$ cat src/rtl/uart_tx_arbiter_if.sv
`default_nettype none
// +----------------------------------------------------------------------------+
// | uart_tx_arbiter_if : requester/transmitter signal bundle for the arbiter  |
// | Rev 1.0                                                                   |
// +----------------------------------------------------------------------------+
interface uart_tx_arbiter_if;
  logic [3:0]  req;
  logic [31:0] req_data;
  logic [3:0]  ack;
  logic [7:0]  tx_data;
  logic        tx_start;
  logic        tx_busy;
  logic [1:0]  active_ch;
  logic        idle;
  logic        err_timeout;

  modport master (
    input  req, req_data, tx_busy,
    output ack, tx_data, tx_start, active_ch, idle, err_timeout
  );

  modport slave (
    output req, req_data, tx_busy,
    input  ack, tx_data, tx_start, active_ch, idle, err_timeout
  );
endinterface
`default_nettype wire

$ cat src/rtl/uart_tx_arbiter.sv
`default_nettype none
// +----------------------------------------------------------------------------+
// | uart_tx_arbiter : 4-way round-robin arbiter feeding one UART transmitter   |
// | Option: UART_ARB_TAG_EN sends tag byte 8'hA0|ch before each data byte      |
// | Rev 1.0                                                                    |
// +----------------------------------------------------------------------------+
module uart_tx_arbiter #(
  parameter int BUSY_TIMEOUT = 16
) (
  input  wire logic         clk,
  input  wire logic         rst,
  uart_tx_arbiter_if.master arb_io
);

`ifdef UART_ARB_TAG_EN
  typedef enum logic [2:0] {
    IDLE      = 3'd0,
    START     = 3'd1,
    WAIT_HI   = 3'd2,
    WAIT_LO   = 3'd3,
    TAG_START = 3'd4
  } state_t;
`else
  typedef enum logic [1:0] {
    IDLE    = 2'd0,
    START   = 2'd1,
    WAIT_HI = 2'd2,
    WAIT_LO = 2'd3
  } state_t;
`endif

  localparam logic [4:0] c_timeout_last = 5'(BUSY_TIMEOUT - 1);

  state_t     state_q, state_d;
  logic [1:0] last_ch_q, last_ch_d;
  logic [1:0] active_ch_q, active_ch_d;
  logic [7:0] tx_data_q, tx_data_d;
  logic [3:0] ack_q, ack_d;
  logic       tx_start_q, tx_start_d;
  logic [4:0] cnt_q, cnt_d;
  logic       err_q, err_d;
`ifdef UART_ARB_TAG_EN
  logic [7:0] data_q, data_d;
  logic       tag_phase_q, tag_phase_d;
`endif

  logic       w_grant_vld;
  logic [1:0] w_grant_ch;
  logic [7:0] w_grant_byte;

  // Scan from farthest to nearest so the nearest pending channel after last_ch wins.
  always_comb begin
    logic [1:0] cand;
    w_grant_vld = 1'b0;
    w_grant_ch  = 2'd0;
    for (int k = 4; k >= 1; k--) begin
      cand = last_ch_q + 2'(k);
      if (arb_io.req[cand]) begin
        w_grant_vld = 1'b1;
        w_grant_ch  = cand;
      end
    end
  end

  assign w_grant_byte = arb_io.req_data[{w_grant_ch, 3'b000} +: 8];

  always_comb begin
    state_d     = state_q;
    last_ch_d   = last_ch_q;
    active_ch_d = active_ch_q;
    tx_data_d   = tx_data_q;
    ack_d       = 4'b0000;
    tx_start_d  = 1'b0;
    cnt_d       = cnt_q;
    err_d       = err_q;
`ifdef UART_ARB_TAG_EN
    data_d      = data_q;
    tag_phase_d = tag_phase_q;
`endif
    case (state_q)
      IDLE: begin
        if (w_grant_vld && !arb_io.tx_busy) begin
          last_ch_d   = w_grant_ch;
          active_ch_d = w_grant_ch;
          ack_d       = 4'(4'b0001 << w_grant_ch);
`ifdef UART_ARB_TAG_EN
          tx_data_d   = 8'hA0 | {6'b000000, w_grant_ch};
          data_d      = w_grant_byte;
          tag_phase_d = 1'b1;
          state_d     = TAG_START;
`else
          tx_data_d   = w_grant_byte;
          state_d     = START;
`endif
        end
      end
      // The strobe is registered, so it shows in the cycle after START (ack+1).
      START: begin
        tx_start_d = 1'b1;
        cnt_d      = 5'd0;
        state_d    = WAIT_HI;
      end
`ifdef UART_ARB_TAG_EN
      TAG_START: begin
        tx_start_d = 1'b1;
        cnt_d      = 5'd0;
        state_d    = WAIT_HI;
      end
`endif
      WAIT_HI: begin
        if (arb_io.tx_busy) begin
          state_d = WAIT_LO;
        end else if (cnt_q == c_timeout_last) begin
          err_d   = 1'b1;
          state_d = IDLE;
`ifdef UART_ARB_TAG_EN
          tag_phase_d = 1'b0;
`endif
        end else begin
          cnt_d = cnt_q + 5'd1;
        end
      end
      WAIT_LO: begin
        if (!arb_io.tx_busy) begin
`ifdef UART_ARB_TAG_EN
          if (tag_phase_q) begin
            tag_phase_d = 1'b0;
            tx_data_d   = data_q;
            state_d     = START;
          end else begin
            state_d = IDLE;
          end
`else
          state_d = IDLE;
`endif
        end
      end
      default: state_d = IDLE;
    endcase
  end

  always_ff @(posedge clk or posedge rst) begin
    if (rst) begin
      state_q     <= IDLE;
      last_ch_q   <= 2'd3;
      active_ch_q <= 2'd0;
      tx_data_q   <= 8'h00;
      ack_q       <= 4'b0000;
      tx_start_q  <= 1'b0;
      cnt_q       <= 5'd0;
      err_q       <= 1'b0;
`ifdef UART_ARB_TAG_EN
      data_q      <= 8'h00;
      tag_phase_q <= 1'b0;
`endif
    end else begin
      state_q     <= state_d;
      last_ch_q   <= last_ch_d;
      active_ch_q <= active_ch_d;
      tx_data_q   <= tx_data_d;
      ack_q       <= ack_d;
      tx_start_q  <= tx_start_d;
      cnt_q       <= cnt_d;
      err_q       <= err_d;
`ifdef UART_ARB_TAG_EN
      data_q      <= data_d;
      tag_phase_q <= tag_phase_d;
`endif
    end
  end

  assign arb_io.ack         = ack_q;
  assign arb_io.tx_data     = tx_data_q;
  assign arb_io.tx_start    = tx_start_q;
  assign arb_io.active_ch   = active_ch_q;
  assign arb_io.idle        = (state_q == IDLE);
  assign arb_io.err_timeout = err_q;

endmodule
`default_nettype wire

$ cat src/flat_wrapper.sv
// flat-port wrapper written by rule: the top's interface ports become plain ports
module uart_tx_arbiter_flat 
#(
  parameter int BUSY_TIMEOUT = 16
)
  (clk, rst, arb_io_req, arb_io_req_data, arb_io_tx_busy, arb_io_ack, arb_io_tx_data, arb_io_tx_start, arb_io_active_ch, arb_io_idle, arb_io_err_timeout);
  uart_tx_arbiter_if arb_io_i ();
  input  wire logic clk;
  input  wire logic rst;
  input wire logic [$bits(arb_io_i.req)-1:0] arb_io_req;
  input wire logic [$bits(arb_io_i.req_data)-1:0] arb_io_req_data;
  input wire logic [$bits(arb_io_i.tx_busy)-1:0] arb_io_tx_busy;
  output wire logic [$bits(arb_io_i.ack)-1:0] arb_io_ack;
  output wire logic [$bits(arb_io_i.tx_data)-1:0] arb_io_tx_data;
  output wire logic [$bits(arb_io_i.tx_start)-1:0] arb_io_tx_start;
  output wire logic [$bits(arb_io_i.active_ch)-1:0] arb_io_active_ch;
  output wire logic [$bits(arb_io_i.idle)-1:0] arb_io_idle;
  output wire logic [$bits(arb_io_i.err_timeout)-1:0] arb_io_err_timeout;
  assign arb_io_i.req = arb_io_req;
  assign arb_io_i.req_data = arb_io_req_data;
  assign arb_io_i.tx_busy = arb_io_tx_busy;
  assign arb_io_ack = arb_io_i.ack;
  assign arb_io_tx_data = arb_io_i.tx_data;
  assign arb_io_tx_start = arb_io_i.tx_start;
  assign arb_io_active_ch = arb_io_i.active_ch;
  assign arb_io_idle = arb_io_i.idle;
  assign arb_io_err_timeout = arb_io_i.err_timeout;
  uart_tx_arbiter #(.BUSY_TIMEOUT(BUSY_TIMEOUT)) u_core (.clk(clk), .rst(rst), .arb_io(arb_io_i));
endmodule
$ cat config.mk
export PLATFORM = sky130hd
export DESIGN_NAME = uart_tx_arbiter_flat
export DESIGN_NICKNAME = d
export VERILOG_FILES = /design/src/rtl/uart_tx_arbiter_if.sv /design/src/rtl/uart_tx_arbiter.sv /design/src/flat_wrapper.sv
export SDC_FILE = /design/constraint.sdc
export NUM_CORES = 1
export LEC_CHECK = 0
export ABC_AREA = 1
export BUFFER_PORTS_ARGS = -buffer_cell sky130_fd_sc_hd__buf_2
export CAP_MARGIN = 10
export CORE_ASPECT_RATIO = 0.75
export CORE_MARGIN = 1.5
export CORE_UTILIZATION = 40
export DETAILED_ROUTE_END_ITERATION = 8
export PLACE_DENSITY = 0.67
export SLEW_MARGIN = 20
export SYNTH_ARGS = -nofsm -noshare
export SYNTH_HDL_FRONTEND = slang
export SYNTH_SLANG_ARGS = --single-unit
export TNS_END_PERCENT = 10
$ cat constraint.sdc
create_clock -name clk -period 2.12 [get_ports clk]
set_input_delay 0.212 -clock clk [delete_from_list [all_inputs] [get_ports clk]]
set_output_delay 0.212 -clock clk [all_outputs]
set_load 0.01 [all_outputs]
==> results.md, run 1 <==
* Status: complete, no violations
* Total leakage power at 1.06 nW
* Via count at 1490
* Synth cell types at 25
* Area contributors post-synth: dfrtp_1 (39%), nand2_1 (17%), nand3_1 (17%), dfstp_2 (3.6%), inv_1 (3.6%)
* EDFF count, synth at 0
* Post-synth net total at 242
* Die Wd at roughly 73 um
* Synth Warn # at 0
* Worst Tran Pin Value at roughly 360 ps
* Mapped cell area at 0.00147 mm^2
* CP Class: reg -> reg
* Core box area at between 0.003 and 0.004 mm^2
* Max Fclk at roughly 530 MHz
* IO buf count at 55
* Crit. End Element: flop
* Clk sink count at 25
* Sequential area share after synthesis at 42.7%
* Initial Util at a little over two fifths
* Worst-path fanout max at 18
* Most common cell in the netlist: nand2_1
* Synth-to-Final Area Change at 27.1%
* Nets@finish at approximately 300
* Top-area cell type share of the netlist area at 39.1%
* Vias per std cell at 4.85
* Setup violations, final at 0
* Ys async rst share at 100%
* Yosys top cell by area: dfrtp_1
* Clock power share at 9.8%
* Pwr Total at 2.98 mW
* H-tree depth at 1
* CP Launch Type: flop
* Cell chosen for the clock root: clkbuf_8
* Sequential power share at 27.6%
* Crit path DAT at 2120 ps
* Largest net degree at the start of global routing at 26
* CTS buffer count at 3
* Max-Slew Margin vs Limit at 75.9%
* Post-Layout Cell Count at 307
* CTS tree: built
* Worst reg-to-reg setup slack at 220 ps
* Req. time, crit path at 2330 ps
* Maxcap violations at 0
* Maximum root-to-sink buffer count at 2
* Share of post-route cells with drive strength above 1 at 29.6%
* Setup TNS at 0 ps
* Worst min path class: in -> reg
* Period utilization at between 80 and 90%
* Number of global-route vias before repair at around 1200
* Post-route minimum period at 1900 ps
* Final hold violations at 0
* RD Place Congestion at roughly 0.95
* DRC Markers at 0
* ANT cells at 0
* Initial antenna violation count at 0
* Unrepaired setup endpoints after global routing: no
* Flops & latches, synth at 25
* # rows at 18
* Int Power at 1.47 mW
* First-pass GRT wire length at about 5900 um
* Post-synth top cells: nand2_1 (68), nand3_1 (49), dfrtp_1 (23), inv_1 (14), nor2_1 (12)
* Router iterations before antenna repair at 4
* Die Y at 55.5 um
* Worst VDD drop at 669 uV
* Main synth FF type: dfrtp_1
* P_sw at approximately 1.5 mW
* Register clock-pin slew on the reported worst setup and hold paths at approximately 90 ps
* IO Pins at 56
* DRT iter0 DRCs at 91
* Inst Count DP at a little over 300
* Skew final at 3.42 ps
* Avg WL per Cell at 12.0 um
* Post-Route WL at between 3000 and 4000 um
* Post-DP HPWL at 2790 um
* GRT Residual Overflow at 0
* Switch share at 50.6%
* Cell count after synthesis at 201
* Final ANT Viol Nets at 0
* Die Area at 0.00405 mm^2
* Avg Inst Size Synth at 7.31 um^2
* Gate power share at 62.6%
* Slew Limit Fails at 0
* Clk Latency, worst-skew pair at 270 ps
* Gr usage total at roughly a fifth
* Pwr/cell area at between 1500 and 2000 mW/mm^2
==> path summary, 6_finish.rpt <==
check	endpoint	cells after the start	start
worst min-delay path	u_core.arb_io.tx_data[3]	5	arb_io_req_data[11]
worst max register to register	u_core.arb_io.tx_data[0]	12	u_core.last_ch_q[0]
max in group asynchronous	u_core.last_ch_q[1]	4	rst
worst min register to register	u_core.arb_io.active_ch[1]	2	u_core.arb_io.active_ch[1]
worst max-delay path	u_core.arb_io.tx_data[0]	12	u_core.last_ch_q[0]
min in group asynchronous	u_core.arb_io.tx_data[0]	4	rst
==> flip-flops by register name, indices dropped and copies added (netlist names) <==
| register | count |
|---|---|
| u_core.state_q | 2 |
| u_core.arb_io.tx_start | 1 |
| u_core.arb_io.tx_data | 8 |
| u_core.arb_io.active_ch | 2 |
| u_core.cnt_q | 5 |
| u_core.last_ch_q | 2 |
| u_core.arb_io.err_timeout | 1 |
| u_core.arb_io.ack | 4 |
==> routing by layer <==
| layer | part of all wire, % | vias to the layer above | GRT usage [%] |
|---|---|---|---|
| met1 | 49 | 648 | 28.5 |
| li1 | - | 767 | - |
| met4 | 0.43 | 0 | 3.23 |
| met5 | 0 | - | 0 |
| met3 | 7.9 | 2 | 4.74 |
| met2 | 43 | 73 | 26.5 |
==> cell families (layout without fill, tap and decap cells) <==
| group | Yosys count | after routing | share of synthesized area [%] |
|---|---|---|---|
| AO/OA/AOI/OAI | 10 | 10 | 4.09 |
| adder cells (fa/ha/maj) | 2 | 2 | 1.70 |
| AND/OR/NAND/NOR | 136 | 136 | 42.0 |
| XOR/XNOR | 1 | 1 | 0.596 |
| flip-flops | 25 | 25 | 42.7 |
| buffers and inverters | 27 | 83 | 8.85 |
==> power by group through the flow <==
stage	clock, mW	sequential (mW)	combinational (mW)
global route	0.317	0.852	2.11
detailed placement	0	0.825	1.79
CTS	0.299	0.818	1.79
global placement	0	0.827	1.75
floorplan	0	0.844	1.39
finish	0.292	0.822	1.87
==> critical path, stage by stage (launching register included) <==
cell     delay [ps]
dfstp_2         640
inv_6            80
nand2_1          70
nand2_1          60
nand2_1          80
nand2_1          80
nand2_2         100
nand3_4         220
nand2_8         220
nand2_1          70
nand3_1          60
nand3_1          90
nand2_1          70
==> layout make-up <==
class	instances	area, um^2
inverter	19	76.3
fill	348	1530
sequential	25	628
multi-input combinational	149	738
clock inverter	1	7.51
clock buffer	3	41.3
tap	50	62.6
timing repair buffer	60	315
==> cell usage in the layout, fill, tap and decap left out, drive strengths merged <==
| master | count |
|---|---|
| xor2 | 1 |
| a22o | 1 |
| inv | 19 |
| dfrtp | 23 |
| nand3 | 50 |
| nor4 | 1 |
| a31oi | 1 |
| o21ai | 5 |
| nand2 | 72 |
| clkinvlp | 1 |
| clkbuf | 3 |
| ha | 2 |
| buf | 59 |
| nor2 | 12 |
| dlygate4sd3 | 1 |
| a21oi | 2 |
| a41o | 1 |
| nor3b | 1 |
| dfstp | 2 |
==> per-stage QoR <==
step	setup WS (ps)	util (%)	hold WS (ps)	cell area, um^2
after global placement	236	52.5	277	1780
after floorplan	400	-	238	1470
final	216	55.0	266	1870
after global routing	10.4	55.0	277	1870
after CTS	178	54.2	255	1840
after detailed placement	194	52.5	277	1780
==> repair_timing <==
item / in CTS / in global routing
hold buffers: 1 / 0
setup endpoints to repair: 0 / 8
setup buffers: 0 / 0
hold endpoints to repair: 23 / 0
resized for setup: 0 / 3
No activity file was read; power rests on OpenSTA's default activity.
==> run 2, diff against run 1 <==
--- a/config.mk
+++ b/config.mk
@@ -5,7 +5,6 @@
 export SDC_FILE = /design/constraint.sdc
 export NUM_CORES = 1
 export LEC_CHECK = 0
-export ABC_AREA = 1
 export BUFFER_PORTS_ARGS = -buffer_cell sky130_fd_sc_hd__buf_2
 export CAP_MARGIN = 10
 export CORE_ASPECT_RATIO = 0.75
==> run 2 against run 1 <==
Clock-buffer cell count did not move. Via count fell by 5.4%. Wire length rose by 0.54%. Final area rose by 1.3%. Die area fell by 0.48%. First-iteration DRC count fell by 22%. Critical path depth fell by 4. Flip-flop and latch count did not move. Clock skew rose by 1.7 ps. Sequential share of layout area fell by 0.42 points. Register-to-register slack improved by 30 ps. Highest routed layer unchanged.
==> results.md, run 2 <==
* Status: complete, no violations
* Register clock-pin slew on the reported worst setup and hold paths at 90 ps
* Crit. End Element: flop
* Slew Limit Fails at 0
* Mapped cell area at 0.00146 mm^2
* Initial antenna violation count at 0
* Period utilization at 88.4%
* Setup violations, final at 0
* CP Class: reg -> reg
* Gr usage total at between 10% and 20%
* R2R depth at 8
* Hold Crit Endpoint: u_core.state_q[0]
* Post-synth net total at 196
* Crit path DAT at about 2100 ps
* Setup TNS at 0 ps
* Req. time, crit path at between 2000 and 2500 ps
* RD Place Congestion at 0.790
* Commonest cells after routing, fill and taps aside: buf_2 (55), dfrtp_1 (23), nand2_1 (18)
* Pwr Total at 2.05 mW
* Ys async rst share at 100%
* Max-Slew Margin vs Limit at 46.5%
* Worst Tran Pin Value at 794 ps
* Most used cell, CP: ha_1
* Post-CTS Setup Bufs at 0
* Final hold violations at 0
* Hold_ws at 228 ps
* Router iterations before antenna repair at 4
* Post-synth top cells: dfrtp_1 (23), nand2_1 (18), o21ai_0 (13), nor2_1 (12), o211ai_1 (9)
* Largest register FFs at 8
* Largest net degree at the start of global routing at 26
* Max Fclk at 534 MHz
* Die Wd at 72.8 um
* Yosys top cell by area: dfrtp_1
* CTS tree: built
* First-pass GRT wire length at 6150 um
* Nets@finish at between 200 and 300
* Initial Util at a little over two fifths
* DRC Markers at 0
* Worst VDD drop at 408 uV
* EDFF count, synth at 0
* Synth cell types at 37
* Area contributors post-synth: dfrtp_1 (39%), mux2i_1 (5.5%), and4_1 (4.8%), o31a_1 (4.8%), nand2_1 (4.6%)
* Maxcap violations at 0
* ANT cells at 0
* Worst path slowest cell: dfrtp_1
* IO Pins at 56
* CP Launch Type: flop
* Avg WL per Cell at 13.9 um
* Worst reg-to-reg setup slack at 250 ps
* Post-DP HPWL at approximately 2800 um
* Number of global-route vias before repair at 1338
* Total leakage power at just over 0.9 nW
* Vias per std cell at between 5 and 6
* CTS buffer count at 3
* Core box area at approximately 0.0034 mm^2
* Reg-to-Reg Start: u_core.cnt_q[0]
* Final ANT Viol Nets at 0
* Worst min path class: in -> reg
* Crit path cell chain: ha_1, and3_1, ha_1, nor2_1, nand4_1, nor3_2, a21oi_1, o21ai_0
* Flops & latches, synth at 25
* Share of post-route cells with drive strength above 1 at 35.6%
* Clk Latency, worst-skew pair at approximately 280 ps
* Cell count after synthesis at roughly 160
* Post-Route WL at 3710 um
* Worst hold path startpoint: arb_io_tx_busy
* Worst setup path start: u_core.cnt_q[0]
* Cell depth of the worst hold path at 3
* Critical Path Max Stage Delay at 440 ps
* Cell chosen for the clock root: clkbuf_8
* Post-route minimum period at 1870 ps
* Die Area at 0.00403 mm^2
* FILL cells at 319
* Unrepaired setup endpoints after global routing: no
* GRT Residual Overflow at 0
* Worst-path fanout max at 6
* Pwr/cell area at 1080 mW/mm^2
* # rows at 18
* Top-area cell type share of the netlist area at 39.3%
* DRT iter0 DRCs at 71
* Main synth FF type: dfrtp_1
* H-tree depth at 1
* IO buf count at 55
* Maximum root-to-sink buffer count at 2
* Most common cell in the netlist: dfrtp_1
* Sequential area share after synthesis at 42.9%
* Die Y at between 50 and 60 um
* Skew final at a little over 5 ps
* Commonest non-fill, non-tap cell in the layout: buf_2
* Avg Inst Size Synth at about 9.4 um^2
* Clk sink count at 25
* Via count at 1410
* Synth-to-Final Area Change at 29.4%
* Synth Warn # at 0
* R2R Path End: u_core.cnt_q[3]
==> run 2: what timing repair did <==
item / 4_1_cts / 5_1_grt
hold endpoints to repair: 23 / 0
hold buffers: 1 / 0
resized for setup: 0 / 1
setup endpoints to repair: 0 / 1
==> run 2: layout make-up <==
class / instances / area [um^2] / area share, %
clock buffer: 3 / 41.3 / 2.18
clock inverter: 1 / 7.51 / 0.397
inverter: 3 / 11.3 / 0.595
multi-input combinational: 119 / 790 / 41.7
sequential: 25 / 628 / 33.2
tap: 50 / 62.6 / 3.30
timing repair buffer: 65 / 353 / 18.6
==> run 2: metal layers <==
metal,wire length (um),global-route usage [%]
met4,44,4.85
met5,0,0
met3,341,5.66
met2,1570,27.9
met1,1760,28.0
==> run 2: how the worst max path moves through the flow <==
stage,end,slack (ps),cells past startpoint
2_1_floorplan,u_core.arb_io.tx_data[0],410,7
5_1_grt,u_core.cnt_q[3],70,8
6_report,u_core.cnt_q[3],250,8
3_5_place_dp,u_core.cnt_q[3],250,8
4_1_cts,u_core.cnt_q[3],250,8
3_3_place_gp,u_core.cnt_q[3],370,8
==> run 2: report_power, final <==
group | switching, mW | leakage, nW | internal, mW
registers | 0.119 | 0.319 | 0.658
logic | 0.539 | 0.584 | 0.431
clock network | 0.167 | 0.0217 | 0.134
==> run 2: cell families after synthesis <==
group	share of synthesized area, %
multiplexers	5.47
buffers and inverters	3.93
adder cells (fa/ha/maj)	1.71
AO/OA/AOI/OAI	23.4
flip-flops	42.9
AND/OR/NAND/NOR	22.6
==> run 2: worst max-delay path: cells and delay by family, from the launching register on <==
kind	cells	cell delay [ps]
flip-flops	1	440
AND/OR/NAND/NOR	4	670
AO/OA/AOI/OAI	2	180
adder cells (fa/ha/maj)	2	500
==> run 2: through the flow <==
stage          utilization (%)  cell area (um^2)  setup slack [ps]  cells
2_1_floorplan                -              1460               405    155
5_1_grt                   55.7              1890              74.4    266
4_1_cts                   55.5              1890               249    266
3_5_place_dp              53.8              1830               248    261
6_report                  55.7              1890               247    266
3_3_place_gp              53.8              1830               372    261
==> run 3, diff against run 2 <==
--- a/config.mk
+++ b/config.mk
@@ -12,6 +12,7 @@
 export CORE_UTILIZATION = 40
 export DETAILED_ROUTE_END_ITERATION = 8
 export PLACE_DENSITY = 0.67
+export RECOVER_POWER = 25
 export SLEW_MARGIN = 20
 export SYNTH_ARGS = -nofsm -noshare
 export SYNTH_HDL_FRONTEND = slang
==> constraint.sdc (replaced) <==
create_clock -name clk -period 2.12 [get_ports clk]
set_input_delay 0.212 -clock clk [delete_from_list [all_inputs] [get_ports clk]]
set_output_delay 0.212 -clock clk [all_outputs]
set_load 0.02 [all_outputs]
==> run 3 against run 2 <==
Wire length decreased by 3.9%. Critical path depth decreased by 1. Register-to-register slack improved by 20 ps. Setup slack improved by 20 ps. Utilization decreased by 0.44 points. Global-route usage decreased by 0.71 points. Via count increased by 0.92%. Critical path type unchanged. Largest power group unchanged.
==> results.md, run 3 (synthesis gave the netlist of run 2 again) <==
* Status: complete, no violations
* Nets@finish at 257
* Reg-to-Reg Start: u_core.cnt_q[0]
* IO Pins at 56
* Largest register FFs at 8
* Met2 usage at 27.7%
* Worst min path class: in -> reg
* Switch share at 42.4%
* Worst-path fanout max at 6
* Max Fclk at 540 MHz
* Synth-to-Final Area Change at 28.4%
* Clk Latency, worst-skew pair at roughly 270 ps
* Met1 Usage GRT at 27.2%
* Maximum root-to-sink buffer count at 2
* Router iterations before antenna repair at 4
* IO buf count at 55
* Post-route minimum period at 1850 ps
* Setup violations, final at 0
* Crit path to: u_core.cnt_q[3]
* DRT iter0 DRCs at 55
* Skew final at 9.93 ps
* Slew Limit Fails at 0
* Worst reg-to-reg setup slack at 270 ps
* Final hold violations at 0
* RD Place Congestion at 0.823
* Register clock-pin slew on the reported worst setup and hold paths at ~90 ps
* Final ANT Viol Nets at 0
* Maxcap violations at 0
* Commonest cells after routing, fill and taps aside: buf_2 (55), dfrtp_1 (23), nand2_1 (18)
* Crit path DAT at 2000 ps
* CP Launch Type: flop
* Cell chosen for the clock root: clkbuf_8
* DRC Markers at 0
* GRT Residual Overflow at 0
* ANT cells at 0
* Worst Tran Pin Value at between 1000 and 1500 ps
* Initial antenna violation count at 0
* Clk sink count at 25
* P_sw at 0.897 mW
* Worst VDD drop at 482 uV
* Total leakage power at slightly above 0.9 nW
* Max-Slew Margin vs Limit at 13.7%
* Setup TNS at 0 ps
* Die Y at 55.4 um
* Die Wd at about 73 um
* Unrepaired setup endpoints after global routing: no
* Most Crowded Layer GR: met2
* Hold_ws at 248 ps
* CTS tree: built
* Clock power share at 13.9%
* Die Area at 0.00403 mm^2
* Share of post-route cells with drive strength above 1 at approximately a third
* Grt met3 use at 4.93%
* Gate power share at roughly 49%
* CP Class: reg -> reg
* Initial Util at 43.0%
* Gr usage total at 18.5%
* Req. time, crit path at 2260 ps
* Largest net degree at the start of global routing at 26
* Post-DP HPWL at 2720 um
* Via count at approximately 1400
* Worst setup path start: u_core.cnt_q[0]
* Int Power at 1.22 mW
* Number of global-route vias before repair at 1300
* H-tree depth at 1
* Vias per std cell at 5.37
* Crit. End Element: flop
* CTS buffer count at 3
* R2R depth at 7
* Period utilization at 87.4%
* Commonest non-fill, non-tap cell in the layout: buf_2
* Sequential power share at 37.6%
* First-pass GRT wire length at 5980 um
* R2R Path End: u_core.cnt_q[3]
* Post-CTS Resized at 0
* Pwr/cell area at between 1000 and 1500 mW/mm^2
* Pwr Total at 2.11 mW
* Avg WL per Cell at 13.5 um
* Core box area at roughly 0.0034 mm^2
* Post-Route WL at 3570 um
* # rows at 18
==> run 3: critical path, stage by stage, from the launching register on <==
cell and delay (ps):
dfrtp_1 440, ha_1 240, and3_1 190, ha_1 260
nor2_1 160, nand4_1 140, o211ai_1 190, o21ai_0 100
==> run 3: routing by layer <==
metal | up-vias | part of all wire [%]
li1 | 701 | -
met1 | 664 | 47
met2 | 54 | 45
met3 | 4 | 7.5
met4 | 0 | 0.70
met5 | - | 0
==> run 3: how the worst min path moves through the flow <==
stage | from | end | slack (ps) | cells past startpoint
finish | arb_io_tx_busy | u_core.state_q[0] | 250 | 3
global route | arb_io_tx_busy | u_core.state_q[0] | 250 | 3
CTS | arb_io_tx_busy | u_core.state_q[0] | 240 | 3
detailed placement | rst | u_core.arb_io.ack[1] | 280 | 3
global placement | rst | u_core.cnt_q[1] | 270 | 3
floorplan | rst | u_core.arb_io.ack[0] | 240 | 1
==> run 3: final cells by class <==
| type | instances | area (um^2) |
|---|---|---|
| sequential | 25 | 628 |
| timing repair buffer | 64 | 342 |
| fill | 318 | 1520 |
| inverter | 3 | 11.3 |
| multi-input combinational | 119 | 785 |
| tap | 50 | 62.6 |
| clock buffer | 3 | 41.3 |
| clock inverter | 1 | 8.76 |
==> run 3: stage by stage <==
step	instance area [um^2]	instances	util [%]	worst slack (ps)
after CTS	1880	265	55.3	274
after global placement	1820	260	53.6	336
after floorplan	1460	155	-	405
after detailed placement	1820	260	53.6	283
final	1880	265	55.2	267
after global routing	1880	265	55.2	59.6
==> run 3: timing repair <==
item | CTS | global route
setup buffers | 0 | 0
hold buffers | 1 | 0
endpoints found under the hold margin | 23 | 0
==> run 3: power by group through the flow <==
stage	Clock [mW]	Sequential [mW]	Combinational, mW
final	0.294	0.795	1.02
after global routing	0.324	0.823	1.13
after CTS	0.304	0.795	1.03
after detailed placement	0	0.800	1.02
after global placement	0	0.795	1.00
after floorplan	0	0.899	0.605
